--- config.mk ---
export PLATFORM = sky130hd
export DESIGN_NAME = mux_n_reg
export DESIGN_NICKNAME = d
export VERILOG_FILES = /design/src/rtl/mux_n_reg.sv
export SDC_FILE = /design/constraint.sdc
export NUM_CORES = 1
export LEC_CHECK = 0
export ABC_AREA = 1
export CAP_MARGIN = 20
export CORE_AREA = 2 2 122 124
export CTS_CLUSTER_DIAMETER = 50
export DETAILED_ROUTE_END_ITERATION = 10
export DIE_AREA = 0 0 124 126
export GPL_TIMING_DRIVEN = 0
export PLACE_DENSITY = 0.83
export SLEW_MARGIN = 20
export SYNTH_ARGS = -nofsm -noshare
export SYNTH_HDL_FRONTEND = slang
export SYNTH_SLANG_ARGS = --single-unit
--- constraint.sdc ---
create_clock -name clk -period 2 [get_ports clk]
set_input_delay 0.2 -clock clk [delete_from_list [all_inputs] [get_ports clk]]
set_output_delay 0.2 -clock clk [all_outputs]
set_load 0.005 [all_outputs]
--- src/rtl/mux_n_reg.sv ---
// mux_n_reg: registered NUM_IN-to-1 mux with valid/ready handshake; define MUX_N_REG_SKID_EN for a one-entry skid and registered in_ready
module mux_n_reg #(
  parameter int WIDTH = 32,
  parameter int NUM_IN = 8,
  localparam int SEL_W = $clog2(NUM_IN)
) (
  input  logic                    clk,
  input  logic                    reset,
  input  logic [NUM_IN*WIDTH-1:0] in_bus,
  input  logic [SEL_W-1:0]        sel,
  input  logic                    in_valid,
  output logic                    in_ready,
  output logic [WIDTH-1:0]        out_data,
  output logic                    out_err,
  output logic                    out_valid,
  input  logic                    out_ready,
  output logic [15:0]             xfer_cnt
);
  localparam logic [SEL_W:0] NUM_W = NUM_IN[SEL_W:0];
  logic [WIDTH-1:0] w_data;
  logic             w_err;
  logic             w_in_xfer;
  logic             w_out_xfer;
  logic [WIDTH-1:0] r_data;
  logic             r_err;
  logic             r_valid;
  logic [15:0]      r_cnt;
  always_comb begin
    w_data = '0;
    for (int k = 0; k < NUM_IN; k++) w_data = (sel == k[SEL_W-1:0]) ? in_bus[k*WIDTH +: WIDTH] : w_data;
  end
  assign w_err      = {1'b0, sel} >= NUM_W;
  assign w_in_xfer  = in_valid && in_ready;
  assign w_out_xfer = r_valid && out_ready;
  assign out_data   = r_data;
  assign out_err    = r_err;
  assign out_valid  = r_valid;
  assign xfer_cnt   = r_cnt;
  always_ff @(posedge clk)
    if (reset) r_cnt <= '0;
    else if (w_out_xfer) r_cnt <= r_cnt + 16'd1;
`ifdef MUX_N_REG_SKID_EN
  logic             r_skid_empty;
  logic [WIDTH-1:0] r_skid_data;
  logic             r_skid_err;
  assign in_ready = r_skid_empty;
  // a full skid blocks new inputs, so it only drains into the output stage
  always_ff @(posedge clk)
    if (reset) begin
      r_valid      <= 1'b0;
      r_data       <= '0;
      r_err        <= 1'b0;
      r_skid_empty <= 1'b1;
      r_skid_data  <= '0;
      r_skid_err   <= 1'b0;
    end else if (!r_skid_empty) begin
      if (w_out_xfer) begin
        r_data       <= r_skid_data;
        r_err        <= r_skid_err;
        r_skid_empty <= 1'b1;
      end
    end else if (w_in_xfer && r_valid && !out_ready) begin
      r_skid_data  <= w_data;
      r_skid_err   <= w_err;
      r_skid_empty <= 1'b0;
    end else if (w_in_xfer) begin
      r_data  <= w_data;
      r_err   <= w_err;
      r_valid <= 1'b1;
    end else if (w_out_xfer) begin
      r_valid <= 1'b0;
    end
`else
  assign in_ready = !r_valid || out_ready;
  always_ff @(posedge clk)
    if (reset) begin
      r_valid <= 1'b0;
      r_data  <= '0;
      r_err   <= 1'b0;
    end else if (w_in_xfer) begin
      r_data  <= w_data;
      r_err   <= w_err;
      r_valid <= 1'b1;
    end else if (w_out_xfer) begin
      r_valid <= 1'b0;
    end
`endif
endmodule

==> run metrics <==
worst hold slack=336 ps; dominant cell type by area after synthesis=dfxtp_1; Power Internal=2.22 mW; max-slew violations=0; Hold Path Stages=2; yosys warns=0; fmax=0.527 GHz; Die H=126 µm; cells along the critical path=clkdlybuf4s50_1 -> inv_2 -> buf_2 -> buf_2 -> nand4_1 -> nand3_1 -> nor2_1 -> nand4_1 -> nand2_1 -> a21oi_1; Syn Area/Cell=5.62 µm²; all-layer global routing usage=25.5%; Fillers=1,403; Setup CP Type=in -> reg; H-tree levels=2; cells on worst reg2reg path=10; GRT overflow=0; final setup vio count=0; slew margin rel.=59.2%; Fin. Hold Viols=0; clock-pin slew of the registers on the worst-case setup and hold paths=70 ps; Post-Route Skew=5.97 ps; initial antenna violation count=0; Post-Syn Area=4120 µm²; row count=44; Cells after DPL=1,226; Arr. time, crit path=2060 ps; DRC=0; CP max FO=10; post-synthesis cell type count=24; Cells after Synth=733; IO Count=314; CP Launch Type=input pin; worst vdd ir=0.000334 V; WL per Instance=17.1 µm; initial drt markers=590; CTS Sinks=49; CORE AREA=14,300 µm²; Yosys top cell area share=23.8%; number of global-route vias before repair=5,732; CTS tree=yes; final WL=21,200 µm; Final #Nets=1,315; total power per unit cell area=413 nW/µm²; ranking of synthesized cells by area=dfxtp_1 (24%), nand2_1 (15%), nand4_1 (13%); share of cells above drive strength 1=5.51%; post-synthesis sequential area ratio=23.8%; status=complete, no violations; simple-gate share of the synthesized area=52.0%; Max Root-Sink Buffers=2; #FFs+latches synth=49; DR vias/cell=5.01; total power=3.15 mW; complex-gate fraction of the synthesized area=10.8%; Req. time, crit path=2160 ps; die width=124 µm; Antenna Violating Nets Remaining=0; HP Class=in -> reg; power share of the sequential group=33.7%; Buffers on Ports=309; post-DP HPWL=17,200 µm; clock share of power=26.6%; endpoint type of the worst setup path=flip-flop; root buf cell=clkbuf_16; pin count of the biggest net entering global routing=16; largest family of logic cells by synthesized area=simple AND/OR/NAND/NOR gates; setup_tns=0 ps; synthesized-area fraction occupied by adder cells=0.304%; slowest CP cell=clkdlybuf4s50_1; Final Cell Area=7630 µm²; Starting Density=28.8%; switching share of power=29.7%; max_cap viols=0; Antenna Cells=0; first-pass GRT wire length=30,300 µm; Pre-antenna DRT Iters=5; final std cells w/o fill=1,236; Placer Congestion=0.910; period utilisation layout=95.0%; Post-Syn Nets=997; DR vias=6,191; area grow syn2layout=85.3%; fin crit period=1900 ps; die footprint=15,600 µm²; Inserted Clock Buffers=5; Post-Synth XOR/XNOR Area=0%; DP Area=7440 µm²; max incr delay on CP=560 ps; Logic pwr share=39.7%; worst-skew pair later-pin latency=290 ps; Sw Pwr=936 µW; mux cell area share after synthesis=0%; leakage power=3.09 nW; Slew @ Worst Pin=607 ps; RSZ-0062 raised after global routing=false
## timing repair
item,CTS,global route
buffers inserted,3,0
hold buffers,0,0
gates resized for setup,2,5
cloned,0,0
pin swaps,1,0
setup endpoints to repair,8,11
## cell usage after synthesis
| cell type | number |
|---|---|
| buf_2 | 21 |
| inv_2 | 5 |
| o21ai_0 | 13 |
| nor3_2 | 2 |
| a21oi_1 | 73 |
| conb_1 | 1 |
| nand4_1 | 87 |
| ha_1 | 1 |
| nand3b_1 | 1 |
| dfxtp_1 | 49 |
| nor2_2 | 1 |
| nor3b_1 | 1 |
| o21a_1 | 2 |
| clkbuf_1 | 20 |
| nand2_1 | 169 |
| and3_1 | 1 |
| nand3_1 | 63 |
| nor3_1 | 9 |
| nor3_4 | 1 |
| buf_4 | 7 |
| nor2_1 | 143 |
| inv_1 | 56 |
| inv_4 | 1 |
| buf_6 | 6 |
## critical path, delay by kind of cell
family	cells	cell delay, ps
buffers and inverters	4	1070
AND/OR/NAND/NOR	5	720
AO/OA/AOI/OAI	1	60
## power by group through the flow
stage | combinational (mW) | clock [mW] | sequential [mW]
floorplan | 0.423 | 0 | 1.08
global placement | 1.23 | 0 | 1.08
detailed placement | 1.24 | 0 | 1.08
CTS | 1.25 | 0.848 | 1.06
global route | 1.35 | 0.891 | 1.07
finish | 1.25 | 0.838 | 1.06
## worst paths after layout
| check | from | end | slack [ps] |
|---|---|---|---|
| max | sel[2] | out_data[25] | 100 |
| max reg2reg | out_valid | xfer_cnt[15] | 290 |
| min | reset | xfer_cnt[2] | 340 |
| min reg2reg | out_data[24] | out_data[24] | 470 |
## registers in the layout, summed over array words and instances (netlist names)
register	count
out_data	32
out_valid	1
xfer_cnt	16
## cell families after synthesis
kind of cell,count (synthesis)
compound gates,88
buf+inv,116
simple gates,478
fa+ha+maj,1
other cells,1
flops,49
## final cells by class
cell class | count | area, µm² | share of cell area (%)
well taps | 184 | 230 | 3.02
repair buffers | 312 | 3130 | 41.0
plain buffers | 53 | 300 | 3.94
multi-input cells | 568 | 2610 | 34.2
inverters | 62 | 235 | 3.08
clock inverters | 2 | 15.0 | 0.197
flip-flops and latches | 49 | 981 | 12.9
clock buffers | 6 | 129 | 1.69
## cell usage in the layout, fill, tap and decap left out, types with 10 or more instances in the layout
cell             instances
buf_2                   19
clkdlybuf4s50_1        309
inv_1                   56
buf_4                   10
dfxtp_1                 49
clkbuf_1                19
o21ai_0                 13
nand3_1                 63
nand2_1                169
nand4_1                 87
nor2_1                 141
a21oi_1                 73
## layer usage
metal	share of wire, %	wire length (µm)	track usage [%]
met1	37	7920	28.1
met2	50	10500	46.0
met3	9.6	2030	7.38
met4	3.5	733	9.12
met5	0	0	0
## through the flow
step                      setup WS [ps]  utilization, %
after floorplan                     543               -
after global placement             -372            52.0
after detailed placement           -358            52.0
after CTS                          44.6            53.3
after global routing              0.943            53.3
final                               101            53.3
No activity file was read; power rests on OpenSTA's default activity.
